## src/rtl/pooling_pkg.sv

```systemverilog
// Shared types and helpers for the pooling blocks: FSM state encoding, counter width and lane slicing.
// The word width defaults to the DATA_WIDTH macro (32 when the macro is not defined).
`ifndef DATA_WIDTH
`define DATA_WIDTH 32
`endif

package pooling_pkg;

    typedef enum logic [1:0] {
        S_IDLE  = 2'd0,
        S_ACCUM = 2'd1,
        S_WAIT  = 2'd2
    } pool_state_e;

    localparam int unsigned DEF_KERNEL_SIZE = 2;
    localparam int unsigned DEF_OUTPUT_SIZE = 3;
    localparam int unsigned DEF_DATA_WIDTH  = `DATA_WIDTH;

    // Row and column counters both run 0..KERNEL_SIZE-1; keep at least one bit.
    function automatic int unsigned cnt_width(input int unsigned kernel_size);
        return (kernel_size > 1) ? $clog2(kernel_size) : 1;
    endfunction

    // Lane 0 sits in the MSBs of every packed lane bus.
    function automatic int unsigned lane_lsb(input int unsigned lane,
                                             input int unsigned n_lanes,
                                             input int unsigned width);
        return (n_lanes - 1 - lane) * width;
    endfunction

endpackage

```

## src/rtl/pooling_layer_fp_max.sv

```systemverilog
// Combinational two-input max of IEEE-754 words compared as sign-magnitude bit patterns.
// Operand a_i is the incumbent and wins every tie, including +0 against -0.
module pooling_layer_fp_max
    import pooling_pkg::*;
#(
    parameter int unsigned DATA_WIDTH = DEF_DATA_WIDTH
) (
    input  logic [DATA_WIDTH-1:0] a_i,
    input  logic [DATA_WIDTH-1:0] b_i,
    output logic [DATA_WIDTH-1:0] max_o
);

    logic                  a_neg;
    logic                  b_neg;
    logic [DATA_WIDTH-2:0] a_mag;
    logic [DATA_WIDTH-2:0] b_mag;
    logic                  both_zero;
    logic                  b_wins;

    assign a_neg     = a_i[DATA_WIDTH-1];
    assign b_neg     = b_i[DATA_WIDTH-1];
    assign a_mag     = a_i[DATA_WIDTH-2:0];
    assign b_mag     = b_i[DATA_WIDTH-2:0];
    assign both_zero = (a_mag == '0) && (b_mag == '0);

    // Opposite signs normally favour the positive word, but two zeros count as equal.
    always_comb begin
        if (a_neg != b_neg) begin
            b_wins = a_neg && !both_zero;
        end else if (a_neg) begin
            b_wins = b_mag < a_mag;
        end else begin
            b_wins = b_mag > a_mag;
        end
    end

    assign max_o = b_wins ? b_i : a_i;

endmodule

```

## src/rtl/pooling_layer_max_unit.sv

```systemverilog
// Per-lane running max over a KERNEL_SIZE x KERNEL_SIZE window fed row by row from the pooling cache.
// Define POOL_RELU_EN to clamp any result whose sign bit is set (negatives and -0) to zero.
module pooling_layer_max_unit
    import pooling_pkg::*;
#(
    parameter int unsigned KERNEL_SIZE = DEF_KERNEL_SIZE,
    parameter int unsigned OUTPUT_SIZE = DEF_OUTPUT_SIZE,
    parameter int unsigned DATA_WIDTH  = DEF_DATA_WIDTH
) (
    input  logic                              clk,
    input  logic                              rst_n,
    input  logic                              kernel_calc_fin,
    input  logic                              window_start,
    input  logic [OUTPUT_SIZE*DATA_WIDTH-1:0] data_in,
    output logic [OUTPUT_SIZE*DATA_WIDTH-1:0] data_out,
    output logic                              data_valid,
    output logic                              row_err
);

    localparam int unsigned    CNT_W    = cnt_width(KERNEL_SIZE);
    localparam logic [CNT_W-1:0] LAST_IDX = CNT_W'(KERNEL_SIZE - 1);

    pool_state_e state_q, state_d;
    logic [CNT_W-1:0] col_q, col_d;
    logic [CNT_W-1:0] row_q, row_d;
    logic             valid_q, valid_d;
    logic             err_q, err_d;

    logic [DATA_WIDTH-1:0] acc_q  [OUTPUT_SIZE];
    logic [DATA_WIDTH-1:0] acc_d  [OUTPUT_SIZE];
    logic [DATA_WIDTH-1:0] base_q [OUTPUT_SIZE];
    logic [DATA_WIDTH-1:0] base_d [OUTPUT_SIZE];
    logic [OUTPUT_SIZE*DATA_WIDTH-1:0] out_q, out_d;

    logic [DATA_WIDTH-1:0] sample_lane [OUTPUT_SIZE];
    logic [DATA_WIDTH-1:0] max_lane    [OUTPUT_SIZE];

    logic last_col;
    logic last_row;
    logic seed;
    logic sample_en;
    logic abort;
    logic row_start;

    assign last_col = (col_q == LAST_IDX);
    assign last_row = (row_q == LAST_IDX);
    assign seed     = (row_q == '0) && (col_q == '0);

    for (genvar g = 0; g < OUTPUT_SIZE; g++) begin : g_lane
        localparam int unsigned LSB = lane_lsb(g, OUTPUT_SIZE, DATA_WIDTH);

        assign sample_lane[g] = data_in[LSB +: DATA_WIDTH];

        pooling_layer_fp_max #(
            .DATA_WIDTH (DATA_WIDTH)
        ) u_fp_max (
            .a_i   (acc_q[g]),
            .b_i   (sample_lane[g]),
            .max_o (max_lane[g])
        );
    end

    // NOTE: every signal driven here gets a default first, so no path leaves one unassigned and no latch is inferred.
    always_comb begin
        state_d   = state_q;
        col_d     = col_q;
        row_d     = row_q;
        valid_d   = 1'b0;
        err_d     = 1'b0;
        sample_en = 1'b0;
        abort     = 1'b0;
        row_start = 1'b0;

        unique case (state_q)
            S_IDLE, S_WAIT: begin
                if (kernel_calc_fin) begin
                    state_d   = S_ACCUM;
                    col_d     = '0;
                    row_start = 1'b1;
                    if (window_start) row_d = '0;
                end else if (window_start) begin
                    state_d = S_IDLE;
                    row_d   = '0;
                end
            end

            S_ACCUM: begin
                if (kernel_calc_fin && !last_col) begin
                    // Mid-row load: restart the row; a simultaneous window_start makes it a clean new window.
                    abort = 1'b1;
                    col_d = '0;
                    if (window_start) row_d = '0;
                    else              err_d = 1'b1;
                end else begin
                    sample_en = 1'b1;
                    if (last_col) begin
                        col_d   = '0;
                        valid_d = last_row;
                        row_d   = (last_row || window_start) ? '0 : row_q + CNT_W'(1);
                        // A load on the final column is the next row arriving back-to-back.
                        if (kernel_calc_fin) begin
                            state_d   = S_ACCUM;
                            row_start = 1'b1;
                        end else if (window_start || last_row) begin
                            state_d = S_IDLE;
                        end else begin
                            state_d = S_WAIT;
                        end
                    end else begin
                        col_d = col_q + CNT_W'(1);
                        if (window_start) begin
                            state_d = S_IDLE;
                            row_d   = '0;
                            col_d   = '0;
                        end
                    end
                end
            end

            default: begin
                state_d = S_IDLE;
                col_d   = '0;
                row_d   = '0;
            end
        endcase
    end

    // base holds acc as it stood when the current row began, so an aborted row leaves no trace.
    always_comb begin
        out_d = out_q;
        for (int l = 0; l < OUTPUT_SIZE; l++) begin
            if (sample_en) begin
                acc_d[l] = seed ? sample_lane[l] : max_lane[l];
            end else if (abort) begin
                acc_d[l] = base_q[l];
            end else begin
                acc_d[l] = acc_q[l];
            end
            base_d[l] = row_start ? acc_d[l] : base_q[l];
            if (valid_d) begin
`ifdef POOL_RELU_EN
                out_d[lane_lsb(l, OUTPUT_SIZE, DATA_WIDTH) +: DATA_WIDTH] =
                    acc_d[l][DATA_WIDTH-1] ? '0 : acc_d[l];
`else
                out_d[lane_lsb(l, OUTPUT_SIZE, DATA_WIDTH) +: DATA_WIDTH] = acc_d[l];
`endif
            end
        end
    end

    // NOTE: acc/base are a handful of flops per lane rather than a RAM, so they take the async reset like everything else.
    always_ff @(posedge clk or negedge rst_n) begin
        if (!rst_n) begin
            state_q <= S_IDLE;
            col_q   <= '0;
            row_q   <= '0;
            valid_q <= 1'b0;
            err_q   <= 1'b0;
            out_q   <= '0;
            for (int l = 0; l < OUTPUT_SIZE; l++) begin
                acc_q[l]  <= '0;
                base_q[l] <= '0;
            end
        end else begin
            state_q <= state_d;
            col_q   <= col_d;
            row_q   <= row_d;
            valid_q <= valid_d;
            err_q   <= err_d;
            out_q   <= out_d;
            acc_q   <= acc_d;
            base_q  <= base_d;
        end
    end

    assign data_out   = out_q;
    assign data_valid = valid_q;
    assign row_err    = err_q;

endmodule

```

## config.mk

```make
export PLATFORM = sky130hd
export DESIGN_NAME = pooling_layer_max_unit
export DESIGN_NICKNAME = d
export VERILOG_FILES = /design/src/rtl/pooling_pkg.sv /design/src/rtl/pooling_layer_fp_max.sv /design/src/rtl/pooling_layer_max_unit.sv
export SDC_FILE = /design/constraint.sdc
export NUM_CORES = 1
export LEC_CHECK = 0
export BUFFER_PORTS_ARGS = -buffer_cell sky130_fd_sc_hd__buf_2
export CAP_MARGIN = 20
export CORE_ASPECT_RATIO = 0.8
export CORE_MARGIN = 2
export CORE_UTILIZATION = 46
export CTS_BUF_LIST = sky130_fd_sc_hd__clkbuf_16
export CTS_CLUSTER_DIAMETER = 80
export CTS_CLUSTER_SIZE = 28
export DETAILED_ROUTE_END_ITERATION = 10
export MAX_ROUTING_LAYER = met4
export PLACE_DENSITY = 0.69
export SKIP_LAST_GASP = 1
export SYNTH_ARGS = -nofsm -noshare
export SYNTH_HDL_FRONTEND = slang
export SYNTH_SLANG_ARGS = --single-unit
```

## constraint.sdc

```tcl
create_clock -name clk -period 3.45 [get_ports clk]
set_input_delay 0.5175 -clock clk [delete_from_list [all_inputs] [get_ports clk]]
set_output_delay 0.5175 -clock clk [all_outputs]
set_load 0.005 [all_outputs]
```

# Word level (Yosys, flattened, before mapping)
# Cells that the tools add are included.
dict set report classes {
  order_cmp 6
  n_reduce_logical 21
  addsub 2
  n_bitwise 2
  eq_ne 7
  mux 49
}
# cell count
set ops {}
lappend ops {{two-way mux 32 bit} 12}
lappend ops {{zero test 31 bit} 6}
lappend ops {{greater-than comparator 31 bit} 3}
lappend ops {{< comparator 31 bit} 3}
lappend ops {{two-way mux 1 bit} 27}
lappend ops {{two-way mux 2 bit} 6}
lappend ops {{logical AND 1 bit} 8}
lappend ops {{one-hot mux 1 bit (2 select lines)} 3}
lappend ops {{zero test 1 bit} 4}
lappend ops {{inequality test 2 bit, second input constant} 2}
lappend ops {{one-hot mux 2 bit (2 select lines)} 1}
lappend ops {{inequality test 1 bit} 3}
lappend ops {{adder 1 bit, second input constant} 2}
lappend ops {{equality test 2 x 1 -> 1 bit, second input constant} 1}
lappend ops {{equality test 2 bit, second input constant} 1}
lappend ops {{zero test 2 bit} 1}
lappend ops {{NOT 1 bit} 2}
lappend ops {{OR reduction 2 bit} 1}
lappend ops {{logical OR 1 bit} 1}
dict set report totals {
  ff_bits 294
  output_inout_bits 98
  input_bits 100
}

# Longest topological paths before layout
# Gate-level depths: netlist of run 1.
dict set report logic_depth {
  word_depth 8
  depth_mapped 12
}

# Hierarchy
# A second synthesis of run 1 with hierarchy kept.
dict set report unflattened {
  hier_cells 1584
  hier_area_um2 16408.2
}
# module n_inst area_per_inst_um2 cells_per_inst
set by_module_without_submodules {}
lappend by_module_without_submodules {pooling_layer_max_unit 1 11959.0 1077}
lappend by_module_without_submodules {{pooling_layer_fp_max (g_lane[1].u_fp_max ...)} 2 1485.2 168}
lappend by_module_without_submodules {{pooling_layer_fp_max (g_lane[0].u_fp_max)} 1 1478.9 171}

# Worst setup path after synthesis of run 1
# OpenSTA, ideal clock, no wires.
dict set report synth_timing {
  path_type {input -> register}
  start {input data_in[72]}
  end {register out_q[76] (netlist: data_out[76])}
  setup_ns 0.134
  n_path_buf 1
  stages 10
  setup_slack_ns 0.697
  arrival_ns 2.620
  cell_sequence {ha_1 a21oi_1 o21ai_0 a221oi_1 a21boi_1 or4_1 a31o_2 buf_2 a21oi_1 o31ai_1}
}
dict set report synth_between {
  elab_chain_len 8
  elab_cells_between_ends 11
}
# item line_no
set synth_lines {}
lappend synth_lines {{start: declaration} pooling_layer_max_unit.sv:14} ;# input logic [OUTPUT_SIZE*DATA_WIDTH-1:0] data_in,
lappend synth_lines {{branches (longest 4 deep; another with greater-than comparator 31 bit)} n/a}
lappend synth_lines {{two-way mux 1 bit (*)} pooling_layer_fp_max.sv:28} ;# if (a_neg != b_neg) begin
lappend synth_lines {{two-way mux 32 bit (*)} pooling_layer_fp_max.sv:37} ;# assign max_o = b_wins ? b_i : a_i;
lappend synth_lines {{two-way mux 32 bit (*)} pooling_layer_max_unit.sv:133} ;# acc_d[l] = seed ? sample_lane[l] : max_lane[l];
lappend synth_lines {{two-way mux 32 bit (*)} pooling_layer_max_unit.sv:132} ;# if (sample_en) begin
lappend synth_lines {{end signal: assignment} pooling_layer_max_unit.sv:170} ;# out_q <= out_d;
lappend synth_lines {{end: declaration} pooling_layer_max_unit.sv:33} ;# logic [OUTPUT_SIZE*DATA_WIDTH-1:0] out_q, out_d;
# Mark *: on every way between the ends.
# A chain may end at the register's enable or synchronous reset.

# Worst setup path in the final report of run 1
dict set report layout_timing {
  start {register acc_q[74] (netlist name)}
  end {register base_q[83] (netlist name)}
}
dict set report layout_between {
  elab_chain_len 8
  elab_cells_between_ends 11
}
# item line_no
set layout_lines {}
lappend layout_lines {{start: declaration} pooling_layer_max_unit.sv:29} ;# logic [DATA_WIDTH-1:0] acc_q [OUTPUT_SIZE];
lappend layout_lines {{start signal: indexed assignment} pooling_layer_max_unit.sv:161} ;# acc_q[l] <= '0;
lappend layout_lines {{start signal: assignment} pooling_layer_max_unit.sv:171} ;# acc_q <= acc_d;
lappend layout_lines {{branches (longest 4 deep; another with greater-than comparator 31 bit)} n/a}
lappend layout_lines {{two-way mux 1 bit (*)} pooling_layer_fp_max.sv:28}
lappend layout_lines {{two-way mux 32 bit (*)} pooling_layer_fp_max.sv:37}
lappend layout_lines {{two-way mux 32 bit (*)} pooling_layer_max_unit.sv:133}
lappend layout_lines {{two-way mux 32 bit (*)} pooling_layer_max_unit.sv:132}
lappend layout_lines {{end signal: assignment} pooling_layer_max_unit.sv:172} ;# base_q <= base_d;
lappend layout_lines {{end: declaration} pooling_layer_max_unit.sv:31} ;# logic [DATA_WIDTH-1:0] base_q [OUTPUT_SIZE];
# Marked as above.

==> results of run 1 <==
-- cell families (layout without fill, tap and decap cells) --
group	after synthesis	in the layout	synth area share, %
AND/OR/NAND/NOR	557	557	15.79
AO/OA/AOI/OAI	514	514	22.72
flip-flops	294	294	48.17
other	0	8	0
buffers and inverters	216	364	5.693
adder cells (fa/ha/maj)	93	93	7.619
-- flip-flops by register name (all words and copies together) (netlist names) --
signal / cells
acc_q: 96
base_q: 96
col_q: 1
data_out: 96
data_valid: 1
last_row: 1
row_err: 1
state_q: 2
-- how the worst max path moves through the flow --
| stage | from | end | slack, ps |
|---|---|---|---|
| 4_1_cts | acc_q[74] | base_q[69] | 350 |
| 3_5_place_dp | data_in[72] | base_q[69] | 210 |
| 3_3_place_gp | data_in[72] | data_out[84] | 240 |
| 2_1_floorplan | data_in[72] | data_out[76] | 700 |
| 6_report | acc_q[74] | base_q[83] | 350 |
| 5_1_grt | acc_q[74] | base_q[64] | 70 |
-- Yosys cell counts (all sizes together) (6+ instances only) --
cell      n
nand3    14
a21oi   134
a211oi    6
o31ai    97
inv     103
o32ai    62
clkbuf   79
nand2   158
ha       93
nand4    27
nor2    270
nor3     11
nor4     49
dfrtp   294
buf      33
o21ai    90
o22ai    34
a221oi   63
-- metal layers --
| metal | wire [um] | vias to the layer above | GRT usage [%] | part of all wire [%] |
|---|---|---|---|---|
| li1 | - | 6408 | - | - |
| met1 | 20700 | 6770 | 38.85 | 46 |
| met2 | 20070 | 543 | 39.06 | 45 |
| met3 | 3219 | 45 | 3.771 | 7.2 |
| met4 | 654 | 0 | 4.749 | 1.5 |
| met5 | 0 | - | - | 0 |
-- critical path, cell delays in order, from the launching register on --
cell,delay [ps]
dfrtp_1,450
inv_1,70
ha_1,290
a21oi_1,130
o21ai_0,90
a221oi_1,370
a21boi_1,160
or4_1,510
buf_4,170
a21oi_4,130
buf_12,300
o31ai_1,120
o21ai_0,220
-- layout make-up --
cell class	instances	area, sq um	share of cell area [%]
diodes	8	20.02	0.1154
clock buffers	15	375.4	2.164
clock inverters	7	57.56	0.3317
inverters	104	391.6	2.257
multi-input cells	1164	7102	40.93
flip-flops and latches	294	7357	42.41
well taps	427	534.3	3.079
repair buffers	238	1511	8.712
-- power by group --
group	switching, uW	internal, uW	total, uW
sequential	945	4630	5580
combinational	2320	1700	4020
clock	1210	830	2040
-- stage by stage --
step | hold slack, ps | cell area, sq um | util (%) | setup WS [ps]
finish | 4.744 | 17350 | 53.17 | 353.5
global placement | 457.5 | 16870 | 51.70 | 244.0
detailed placement | 465.7 | 16870 | 51.70 | 206.3
global route | 60.47 | 17350 | 53.17 | 70.65
CTS | 41.24 | 17300 | 53.03 | 349.7
floorplan | 221.9 | 15270 | - | 696.7
==> summary.txt, run 1 <==
Clock network
  • Resize count post-CTS: 0
  • CTS tree: built
  • CTS H-tree depth: 1
  • CTS root buffer: clkbuf_16
  • Clk Latency, worst-skew pair: 520 ps
  • CTS clk-pin slew, worst paths: 110 ps
  • # hold bufs at CTS: 0
  • CTS max path bufs: 3
  • Postcts setup bufs: 0
  • Inserted Clock Buffers: 15
  • Num Clock Sinks: 294

Synth
  • Post-Syn Area: 0.01527 sq mm
  • Synth Area per Inst: 9.124 sq um
  • Post-synth ARST share: 100.0%
  • Main synth FF type: dfrtp_1
  • Synth Instances: 1674
  • EDFF count, synth: 0
  • #FFs+latches synth: 294
  • Syn nets: 1867
  • Library cells used by synthesis: 52
  • Largest area contributor in the netlist: dfrtp_1
  • Ys Warns: 0
  • Area contributors post-synth: dfrtp_1 (48%), ha_1 (7.6%), nor2_1 (6.6%)
  • Share of the synthesized area in the top cell type: 48.17%
  • Register area share after synthesis: 48.17%

Final layout
  • Non-Filler Instances: 2257
  • Most frequent cells in the layout: dfrtp_1 (294), nor2_1 (270), buf_2 (196)
  • Fraction of layout cells with a size suffix above 1: 15.31%
  • Commonest non-fill, non-tap cell in the layout: dfrtp_1
  • Fillers: 2996
  • Layout Nets: 2010
  • Layout area overhead: 13.59%

Floorplan
  • # IOs: 198
  • DIE WIDTH: 207.7 um
  • Row count: 59
  • Die area: 0.03469 sq mm
  • Starting Density: 46.81%
  • Chip Height: 167.0 um
  • Core area: 0.03263 sq mm

Detailed routing
  • Antenna Violating Nets Remaining: 0
  • Drt pass-1 iters: 6
  • DRC viols: 0
  • Vias per cell: 6.099
  • Via count: 13770
  • Initial DRC count: 1203
  • Routed wire length: 44650 um
  • Drt wl/cell: 19.78 um

STA
  • Worst-margin pin slew: 760.0 ps
  • Hold Vio Cnt, Final: 0
  • Final Slew Violations: 0
  • Final-report setup violation count: 0
  • Slew Limit Headroom: 49.34%
  • Min Clock Period, post-route: 3097 ps
  • Clock skew: 14.40 ps
  • RSZ-0062 raised after global routing: no
  • Final period utilization: 89.75%
  • Sum Neg Setup Slack: 0 ps
  • Max Clock Freq: 0.3229 GHz

Worst setup path
  • Reg2Reg Setup Slack: 350 ps
  • Critical path class: register to register
  • Critical path peak fanout: 62
  • Crit end category: register
  • WP data required: 3890 ps
  • Reg-to-reg endpoint: base_q[83]
  • R2R depth: 12
  • CP arrival: 3530 ps
  • Crit path launch type: register
  • Critical R2R Launch: acc_q[74]

GRT
  • Gr ovfl total: 0
  • Largest net degree at the start of global routing: 99
  • Vias in the first global route: 13240
  • Gr usage total: 26.33%
  • First-pass GRT wire length: 72930 um
  • Initial antenna violation count: 8

Status
  • Status: complete, no violations

Placement
  • I/O Buffers: 197
  • RePlAce Congestion: 0.8853
  • Inst Count DP: 2226
  • DPL Wire Length: 30000 um

Pwr
  • Peak supply drop: 365.9 uV
  • Leakage Power: 0.007826 uW
  • Cell area power density: 671.1 mW/mm^2
  • Power Total: 11640 uW

Flow run
  • # Max-Cap Violations: 0

Hold path
  • Tightest Hold Check Type: primary input to asynchronous set/reset pin
No activity file was read; power rests on OpenSTA's default activity.
==> inputs of run 2 (changes only) <==
--- a/config.mk
+++ b/config.mk
@@ -15,8 +15,9 @@
 export CTS_CLUSTER_SIZE = 28
 export DETAILED_ROUTE_END_ITERATION = 10
 export MAX_ROUTING_LAYER = met4
-export PLACE_DENSITY = 0.69
+export PLACE_DENSITY = 0.68
 export SKIP_LAST_GASP = 1
 export SYNTH_ARGS = -nofsm -noshare
 export SYNTH_HDL_FRONTEND = slang
+export SYNTH_HIERARCHICAL = 1
 export SYNTH_SLANG_ARGS = --single-unit
==> summary.txt, run 2 <==
Detailed routing
  • DRC viols: 0
  • Initial DRC count: 1497
  • Drt wl/cell: 19.09 um
  • Drt pass-1 iters: 6
  • Antenna Violating Nets Remaining: 0
  • Vias per cell: 5.667
  • Via count: 14450
  • Routed wire length: 48680 um

STA
  • Final-report setup violation count: 272
  • Final Slew Violations: 0
  • RSZ-0062 raised after global routing: yes
  • Worst-margin pin slew: 892.1 ps
  • Hold Vio Cnt, Final: 0
  • Clock skew: 46.19 ps
  • Final period utilization: 109.2%
  • Min Clock Period, post-route: 3767 ps
  • Slew Limit Headroom: 40.53%
  • Max Clock Freq: 0.2654 GHz
  • Post-layout worst setup margin: -317.5 ps

Placement
  • I/O Buffers: 197
  • DPL Wire Length: 32310 um
  • Pre-CTS WS: -635.0 ps
  • RePlAce Congestion: 0.9198
  • Inst Count DP: 2443

Final layout
  • Commonest non-fill, non-tap cell in the layout: buf_4
  • Fin util: 63.38%
  • Fillers: 2841
  • Layout Nets: 2261
  • Layout area overhead: 35.03%
  • Fraction of layout cells with a size suffix above 1: 49.16%
  • Most frequent cells in the layout: buf_4 (319), dfrtp_1 (293), nand2_1 (208)
  • Non-Filler Instances: 2550

Flow run
  • # Max-Cap Violations: 0

Worst setup path
  • Crit path launch type: register
  • CP arrival: 4130 ps
  • WP data required: 3810 ps
  • Critical path peak fanout: 5
  • Critical path class: register to register
  • Crit end category: register
  • Worst Path Buf+Inv: 5
  • CP top delay family: compound AO/OA/AOI/OAI gates
  • CP cell instances: inv_1 > ha_4 > o21ai_0 > nor2_1 > o31a_1 > o41ai_4 > a31oi_2 > a311oi_4 > buf_4 > buf_6 > buf_8 > mux2_4 > mux2_2 > a222oi_1 > buf_4 > o21ai_0
  • Crit path max-delay cell type: dfrtp_1
  • Critical path's largest stage delay: 390 ps

Synth
  • #FFs+latches synth: 294
  • Main synth FF type: dfrtp_1
  • EDFF count, synth: 0
  • Largest area contributor in the netlist: dfrtp_1
  • Register area share after synthesis: 44.84%
  • Synth Instances: 1584
  • Top-count cell post-synth: dfrtp_1
  • Post-synth ARST share: 100.0%
  • Area contributors post-synth: dfrtp_1 (45%), mux2_4 (8.2%), ha_1 (7.1%)
  • Most common library cells after synthesis: dfrtp_1 (294), nand2_1 (208), inv_1 (193)
  • Share of the synthesized area in the top cell type: 44.84%
  • Library cells used by synthesis: 54
  • Synth Area per Inst: 10.36 sq um
  • Ys Warns: 6
  • Post-Syn Area: 0.01641 sq mm
  • Syn nets: 1777

Floorplan
  • Die area: 0.03721 sq mm
  • Chip Height: 172.9 um
  • Core area: 0.03496 sq mm
  • DIE WIDTH: 215.2 um
  • Row count: 61
  • # IOs: 198
  • Starting Density: 46.94%

Status
  • Failing checks: negative setup slack
  • Status: finished, violations left

Pwr
  • Leakage Power: 0.01122 uW
  • Cell area power density: 626.8 mW/mm^2
  • Peak supply drop: 445.1 uV

Hold path
  • Tightest Hold Check Type: primary input to register

GRT
  • First-pass GRT wire length: 76950 um
  • Vias in the first global route: 14680
  • Gr usage total: 26.04%
  • Initial antenna violation count: 3
  • Gr ovfl total: 0
  • Largest net degree at the start of global routing: 117

Clock network
  • CTS root buffer: clkbuf_16
  • CTS H-tree depth: 1
  • Inserted Clock Buffers: 15
  • Num Clock Sinks: 294
  • CTS tree: built
  • CTS clk-pin slew, worst paths: 110 ps
  • CTS max path bufs: 3
  • Clk Latency, worst-skew pair: 540 ps
==> run 2: changes by cell type after synthesis, sizes merged, moves of 61 or more <==
| cell | before | now |
|---|---|---|
| mux2 | 0 | 188 |
| o21ai | 90 | 202 |
| a222oi | 0 | 95 |
| inv | 103 | 193 |
| a221oi | 63 | 2 |
| nor2 | 270 | 16 |
| o32ai | 62 | 0 |
| o31ai | 97 | 1 |
| a21oi | 134 | 37 |
==> run 2: per-layer routing <==
layer	wire, um	vias up	global-route usage (%)
li1	-	6723	-
met3	3446	70	4.767
met4	1073	0	5.862
met1	21390	7167	34.59
met5	0	-	-
met2	22770	492	41.64
==> run 2: layout make-up <==
| cell class | instances | area (sq um) | area share, % |
|---|---|---|---|
| clock inverter | 9 | 66.31 | 0.2993 |
| sequential | 294 | 7358 | 33.21 |
| clock buffer | 15 | 375.4 | 1.694 |
| tap | 472 | 590.6 | 2.665 |
| multi-input combinational | 1003 | 8922 | 40.27 |
| antenna | 3 | 7.507 | 0.03388 |
| inverter | 193 | 724.4 | 3.270 |
| timing repair buffer | 561 | 4111 | 18.56 |
==> run 2: cells by family after synthesis <==
logic type / share of synthesized area [%]
compound gates: 15.39
simple gates: 10.42
flops: 44.84
buf+inv: 7.298
mux: 14.96
fa+ha+maj: 7.092
==> run 2: worst register-to-register path, stage by stage (launching register included) <==
cell and delay [ps]:
dfrtp_1 390, inv_1 110, ha_4 210, o21ai_0 160
nor2_1 80, o31a_1 280, o41ai_4 330, a31oi_2 160
a311oi_4 300, buf_4 170, buf_6 110, buf_8 130
mux2_4 300, mux2_2 260, a222oi_1 340, buf_4 200
o21ai_0 90
==> run 2: repair_timing <==
action                                  4_1_cts  5_1_grt
cloned                                        6        1
pin swaps                                   154      102
hold buffers                                  1        0
gates resized for setup                     216      195
endpoints found under the setup margin      278      279
setup buffers                                64       14
endpoints found under the hold margin        41        0
==> run 2: through the flow <==
stage	hold WS, ps	setup TNS [ps]	cell area (sq um)	power (uW)
after detailed placement	465.7	-119820	19890	10590
final	137.7	-39040	22160	13890
after CTS	119.8	-16420	21560	13480
after floorplan	221.9	0	16410	8191
after global routing	127.4	-84030	22160	14770
after global placement	456.9	-99500	19890	10370
==> run 2: power breakdown <==
group | switching, uW | internal, uW | total (uW) | leakage, uW
registers | 681 | 4510 | 5190 | 0.00355
clock network | 1190 | 832 | 2020 | 0.000220
logic | 3080 | 3590 | 6670 | 0.00745
==> run 2: final timing paths <==
check | start | endpoint | slack (ps) | depth (start not counted)
max | acc_q[37] | base_q[38] | -320 | 16
min | window_start | last_row | 140 | 2
max reg2reg | acc_q[37] | base_q[38] | -320 | 16
min reg2reg | data_out[18] | data_out[18] | 480 | 2
max in group asynchronous | rst_n | data_out[10] | 1970 | 3
min in group asynchronous | rst_n | data_out[66] | 570 | 2
